==> src/rtl/bcd_pkg.sv <==
// Shared types and helpers for the sequential binary-to-BCD converter.
package bcd_pkg;

   localparam int DIGIT_W = 4;

   typedef logic [DIGIT_W-1:0] bcd_digit_t;

   typedef enum logic {
      IDLE,
      SHIFT
   } state_t;

   function automatic longint unsigned pow10(input int n);
      longint unsigned p;
      p = 64'd1;
      for (int i = 0; i < n; i++) p = p * 64'd10;
      return p;
   endfunction

   function automatic bcd_digit_t add3_adj(input bcd_digit_t digit);
      return (digit >= 4'd5) ? digit + 4'd3 : digit;
   endfunction

endpackage

==> src/rtl/bcd_digit_cell.sv <==
// One BCD digit of the double-dabble datapath: adjust by +3, then shift left one bit.
module bcd_digit_cell
   import bcd_pkg::*;
(
   input  bcd_digit_t digit_i,
   input  logic       carry_i,
   output bcd_digit_t digit_o,
   output logic       carry_o
);

   bcd_digit_t adj;

   assign adj     = add3_adj(digit_i);
   assign digit_o = {adj[DIGIT_W-2:0], carry_i};
   assign carry_o = adj[DIGIT_W-1];

endmodule

==> src/rtl/bin2bcd_seq.sv <==
// Sequential binary-to-BCD converter, one input bit per clock (double dabble).
// Optional range clamp enabled by defining BCD_RANGE_CHECK_EN.
module bin2bcd_seq
   import bcd_pkg::*;
#(
   parameter int BIN_W   = 6,
   parameter int DIGITS  = 2,
   parameter int MAX_VAL = 60
) (
   input  logic                      clk,
   input  logic                      rst_n,
   input  logic                      start,
   input  logic [BIN_W-1:0]          bin,
   output logic                      busy,
   output logic                      valid,
   output logic [DIGIT_W*DIGITS-1:0] bcd,
   output logic                      ovf,
   output logic                      range_err
);

   localparam int CNT_W = $clog2(BIN_W + 1);
   localparam int BCD_W = DIGIT_W * DIGITS;
   localparam longint unsigned OVF_LIM = pow10(DIGITS);

   state_t             state_q, state_d;
   logic [BIN_W-1:0]   shift_q, shift_d;
   logic [BCD_W-1:0]   work_q, work_d, work_nxt;
   logic [CNT_W-1:0]   cnt_q, cnt_d;
   logic               busy_q, busy_d;
   logic               valid_q, valid_d;
   logic [BCD_W-1:0]   bcd_q, bcd_d;
   logic               ovf_q, ovf_d;
   logic               ovf_pend_q, ovf_pend_d;
   logic [DIGITS:0]    carry;
`ifdef BCD_RANGE_CHECK_EN
   logic               range_err_q, range_err_d;
   logic               range_pend_q, range_pend_d;
`endif

   assign carry[0] = shift_q[BIN_W-1];

   for (genvar i = 0; i < DIGITS; i++) begin : g_digit
      bcd_digit_cell u_cell (
         .digit_i (work_q[i*DIGIT_W +: DIGIT_W]),
         .carry_i (carry[i]),
         .digit_o (work_nxt[i*DIGIT_W +: DIGIT_W]),
         .carry_o (carry[i+1])
      );
   end

   always_comb begin
      // NOTE: every signal gets a default before the case so no path leaves it unassigned (no latch).
      state_d    = state_q;
      shift_d    = shift_q;
      work_d     = work_q;
      cnt_d      = cnt_q;
      busy_d     = busy_q;
      valid_d    = 1'b0;
      bcd_d      = bcd_q;
      ovf_d      = ovf_q;
      ovf_pend_d = ovf_pend_q;
`ifdef BCD_RANGE_CHECK_EN
      range_err_d  = range_err_q;
      range_pend_d = range_pend_q;
`endif
      case (state_q)
         IDLE: begin
            if (start) begin
               shift_d    = bin;
               work_d     = '0;
               cnt_d      = '0;
               busy_d     = 1'b1;
               ovf_pend_d = 64'(bin) >= OVF_LIM;
`ifdef BCD_RANGE_CHECK_EN
               range_pend_d = 64'(bin) > 64'(MAX_VAL);
`endif
               state_d    = SHIFT;
            end
         end
         SHIFT: begin
            // The bit leaving the top digit is parked in the spent low end of the shift register.
            shift_d = BIN_W'({shift_q, carry[DIGITS]});
            work_d  = work_nxt;
            cnt_d   = cnt_q + CNT_W'(1);
            if (cnt_q == CNT_W'(BIN_W - 1)) begin
               state_d = IDLE;
               busy_d  = 1'b0;
               valid_d = 1'b1;
               bcd_d   = work_nxt;
               ovf_d   = ovf_pend_q;
`ifdef BCD_RANGE_CHECK_EN
               range_err_d = range_pend_q;
               if (range_pend_q) begin
                  bcd_d = '0;
                  ovf_d = 1'b0;
               end
`endif
            end
         end
         default: state_d = IDLE;
      endcase
   end

   always_ff @(posedge clk) begin
      // NOTE: datapath flops are reset as well because bcd/ovf must read zero after reset.
      if (!rst_n) begin
         state_q    <= IDLE;
         shift_q    <= '0;
         work_q     <= '0;
         cnt_q      <= '0;
         busy_q     <= 1'b0;
         valid_q    <= 1'b0;
         bcd_q      <= '0;
         ovf_q      <= 1'b0;
         ovf_pend_q <= 1'b0;
`ifdef BCD_RANGE_CHECK_EN
         range_err_q  <= 1'b0;
         range_pend_q <= 1'b0;
`endif
      end else begin
         // NOTE: non-blocking assignments so every flop samples pre-edge values.
         state_q    <= state_d;
         shift_q    <= shift_d;
         work_q     <= work_d;
         cnt_q      <= cnt_d;
         busy_q     <= busy_d;
         valid_q    <= valid_d;
         bcd_q      <= bcd_d;
         ovf_q      <= ovf_d;
         ovf_pend_q <= ovf_pend_d;
`ifdef BCD_RANGE_CHECK_EN
         range_err_q  <= range_err_d;
         range_pend_q <= range_pend_d;
`endif
      end
   end

   assign busy  = busy_q;
   assign valid = valid_q;
   assign bcd   = bcd_q;
   assign ovf   = ovf_q;
`ifdef BCD_RANGE_CHECK_EN
   assign range_err = range_err_q;
`else
   assign range_err = 1'b0;
`endif

endmodule

==> config.mk <==
export PLATFORM = sky130hd
export DESIGN_NAME = bin2bcd_seq
export DESIGN_NICKNAME = d
export VERILOG_FILES = /design/src/rtl/bcd_pkg.sv /design/src/rtl/bcd_digit_cell.sv /design/src/rtl/bin2bcd_seq.sv
export SDC_FILE = /design/constraint.sdc
export NUM_CORES = 1
export LEC_CHECK = 0
export ABC_AREA = 1
export CAP_MARGIN = 40
export CORE_AREA = 2 2 61 63
export DETAILED_ROUTE_END_ITERATION = 16
export DIE_AREA = 0 0 63 65
export GPL_ROUTABILITY_DRIVEN = 0
export PLACE_DENSITY_LB_ADDON = 0.08
export SKIP_CTS_REPAIR_TIMING = 1
export SYNTH_ARGS = -nofsm -noshare
export SYNTH_HDL_FRONTEND = slang
export SYNTH_SLANG_ARGS = --single-unit
==> constraint.sdc <==
create_clock -name clk -period 1.36 [get_ports clk]
set_input_delay 0.272 -clock clk [delete_from_list [all_inputs] [get_ports clk]]
set_output_delay 0.272 -clock clk [all_outputs]
set_load 0.01 [all_outputs]
==> implementation parameters <==
Parameter                              Value

Run status
  Outcome    completed

Drt
  Routed WL per cell    10.89 um
  Mean number of vias per cell    4.681
  Antenna-violating nets left    0
  First-pass iteration count of the detailed router    7
  Total wire length after detailed routing    between 2000 and 3000 um
  Vias after detailed routing    1175
  DRC Markers    0
  Starting DRT DRC Count    between 80 and 90

Setup path
  Depth of the most critical reg-to-reg path    7
  Worst setup SP type    register
  Capture point of the worst reg-to-reg path    work_q[5]$_SDFFE_PN0P_
  Crit-path slowest cell    dfxtp_1
  Combined buffer and inverter count along the critical path    1
  R2r startpoint    work_q[4]$_SDFFE_PN0P_
  Series of cell instances along the critical path    buf_4, ha_1, nand2_1, nand3_2, nand2_1, nand3_1, a21oi_1
  Highest cell delay on the worst timing path    0.34 ns
  Cell depth of the worst setup path    7
  Arrival time at the worst endpoint    1.50 ns
  Largest fanout of any net on the critical path    3
  Critical path data required time    1.63 ns
  Endpoint kind of the worst setup timing path    register
  Kind of cell with the highest combined delay on the critical path    simple AND/OR/NAND/NOR gates
  R2R setup slack    0.13 ns
  Most used cell along the critical path    nand2_1
  Critical path class    register to register

Clock network
  Clock-pin slew of the registers on the worst-case setup and hold paths    approximately 0.14 ns
  Largest buffer count on any clock path    2
  Clock latency at the later pin of the worst-skew pair    0.32 ns
  Num CTS Buffers    3
  Clock net sink count    28
  Number of H-tree levels    1
  TritonCTS clock tree    yes
  Clock Tree Root    clkbuf_4

Hold path
  Hold WC Path Type    register to register
  Cells on Worst Hold Path    2
  Source of the worst hold timing path    bcd[6]$_SDFFE_PN0P_
  Hold-critical path endpoint    bcd[6]$_SDFFE_PN0P_

Floorplan
  Initial core utilization    0.3754
  Die Wd    63 um
  Die outline area    0.004095 mm^2
  Core area    0.003496 mm^2
  FP Rows    22
  Top-level port count    21
  Die Height    65 um

Placed design
  Placed cell count    248
  Total cell area at the placement stage    0.001584 mm^2
  Number of buffers inserted by port buffering    18
  DP HPWL    2089 um

Timing
  Summed negative setup slack over all endpoints    0 ns
  Ratio of final minimum period to clock period    0.9051
  Final clock skew    0.004042 ns
  Number of endpoints with negative hold slack in the final report    0
  Count of endpoints failing setup in the final report    0
  Number of slew-limit violations in the final report    0
  Max frequency    just over 800 MHz
  Final period demand of the worst path    between 1 and 1.5 ns

Global routing
  Number of antenna violations at the first check in global routing    0
  Largest net degree at the start of global routing    15
  Via count of the first global-routing pass    1124
  First-pass GRT wire length    4754 um
  Overflow left after global routing    0
  Total Routing Usage GR    0.1434

Yosys
  Most frequent cell after synthesis    nand2_1
  Warnings from Yosys    0
  Synth Flop Type    dfxtp_1
  FFs w/ async S/R, synth    0
  Count of unique library cells instantiated by Yosys    25
  Post-synth top cells    nand2_1 (52), dfxtp_1 (28), nand3_1 (21), inv_1 (19), a21oi_1 (13)
  Fraction of the yosys area taken by sequential cells    0.4271
  Number of flip-flops and latches in the synthesized netlist    28
  Biggest area consumer among synthesized cells    dfxtp_1
  Post-synthesis instance area    around 0.0013 mm^2
  Proportion of netlist area held by the largest area contributor    0.4271
  Cell types with the largest area share after synthesis    dfxtp_1 (43%), nand2_1 (15%), nand3_1 (8.0%), ha_1 (5.7%), inv_1 (5.4%)
  Synthesized area divided by synthesized cell count    7.415 um^2
  Number of enable flip-flop cells after synthesis    0
  Syn Inst Count    177

Pwr
  Flop pwr share    0.644
  Leakage power    0.9231 nW
  Pwr dens    799.0 mW/mm^2
  Internal portion of total power    about 1 mW
  Comb pwr share    0.106
  VDD IR-drop max    0.3281 mV
  Psw    0.3231 mW
  Switching Fraction    0.2419
  Clock Power Share    0.250
  Power consumption    1.336 mW

Finish
  Share of final-layout standard cells stronger than drive strength 1    0.1773
  Post-route cell area    ~0.0017 mm^2
  Final nets    220
  Fraction of the core area covered by cells at the end of the flow    0.4782
  Number of cells in the finished layout apart from fillers    251
  Diodes inserted    0
  Filler instances    approximately 350
  Growth of design area from synthesis to finish    27.36%

Job
  Total of max-cap violations    0
logic make-up (layout without fill, tap and decap cells):
kind of cell | after synthesis | after routing | share of synthesized area
other | 1 | 2 | 0.002857
xor gates and xnor gates | 1 | 1 | 0.006674
adders and majority gates | 6 | 6 | 0.05720
and+or+nand+nor | 87 | 87 | 0.2965
DFF | 28 | 28 | 0.4271
AOI/OAI and AO/OA | 25 | 25 | 0.1077
buffers and inverters | 29 | 54 | 0.1020
final cells by class:
cell class | instances | area [um^2] | area share
Clock buffer | 3 | 22.52 | 0.01347
Inverter | 23 | 86.33 | 0.05165
Sequential cell | 28 | 571.8 | 0.3421
Timing Repair Buffer | 28 | 280.3 | 0.1677
Tap cell | 48 | 60.06 | 0.03593
Multi-Input combinational cell | 121 | 650.6 | 0.3892
power by group through the flow:
stage	Combinational, mW	Sequential, mW	Clock (mW)
floorplan	0.0912	0.870	0
global placement	0.141	0.878	0
detailed placement	0.142	0.878	0
CTS	0.143	0.860	0.352
global route	0.159	0.864	0.391
finish	0.142	0.860	0.335
routing by layer:
metal  GRT usage  wire, um
met2      0.2660      1359
met4     0.05833         0
met1      0.1674      1277
met3     0.01563        96
met5           0         0
worst max-delay path by stage:
stage / endpoint / start / slack, ns
global placement: shift_q[2]$_SDFFE_PN0P_ / start / -0.05
CTS: bcd[0] / bcd[0]$_SDFFE_PN0P_ / -0.17
floorplan: work_q[1]$_SDFFE_PN0P_ / work_q[0]$_SDFFE_PN0P_ / 0.20
finish: work_q[5]$_SDFFE_PN0P_ / work_q[4]$_SDFFE_PN0P_ / 0.13
global route: work_q[3]$_SDFFE_PN0P_ / work_q[0]$_SDFFE_PN0P_ / -0.02
detailed placement: bcd[6]$_SDFFE_PN0P_ / rst_n / -0.05
state kept, by name (all words and copies together), names as in the netlist:
name,cells
bcd,8
work_q,8
shift_q,6
cnt_q,3
busy,1
state_q,1
valid,1
worst reg2reg max path: stages, from the launching register on:
cell and delay (ns):
dfxtp_1 0.34, buf_4 0.14, ha_1 0.18, nand2_1 0.12
nand3_2 0.11, nand2_1 0.09, nand3_1 0.08, a21oi_1 0.11
cell usage in the layout (no fill, tap or decap), drive strengths merged, types with 2 or more instances in the layout:
cell	netlist	routed
a21oi	13	13
buf	6	10
clkbuf	0	3
clkdlybuf4s50	0	8
conb	1	2
dfxtp	28	28
dlymetal6s2s	0	10
ha	6	6
inv	22	22
nand2	53	53
nand3	22	22
nand4	6	6
nor2	4	4
o211ai	2	2
o21ai	8	8
per-stage QoR:
stage          hold slack [ns]  setup WS [ns]
6_report                0.4534         0.1290
5_1_grt                 0.4749       -0.01643
4_1_cts                 0.4632        -0.1733
3_5_place_dp            0.4403       -0.04694
3_3_place_gp            0.4391       -0.04803
2_1_floorplan           0.4167         0.1982
Note: power is estimated with default switching activity, not from simulation.
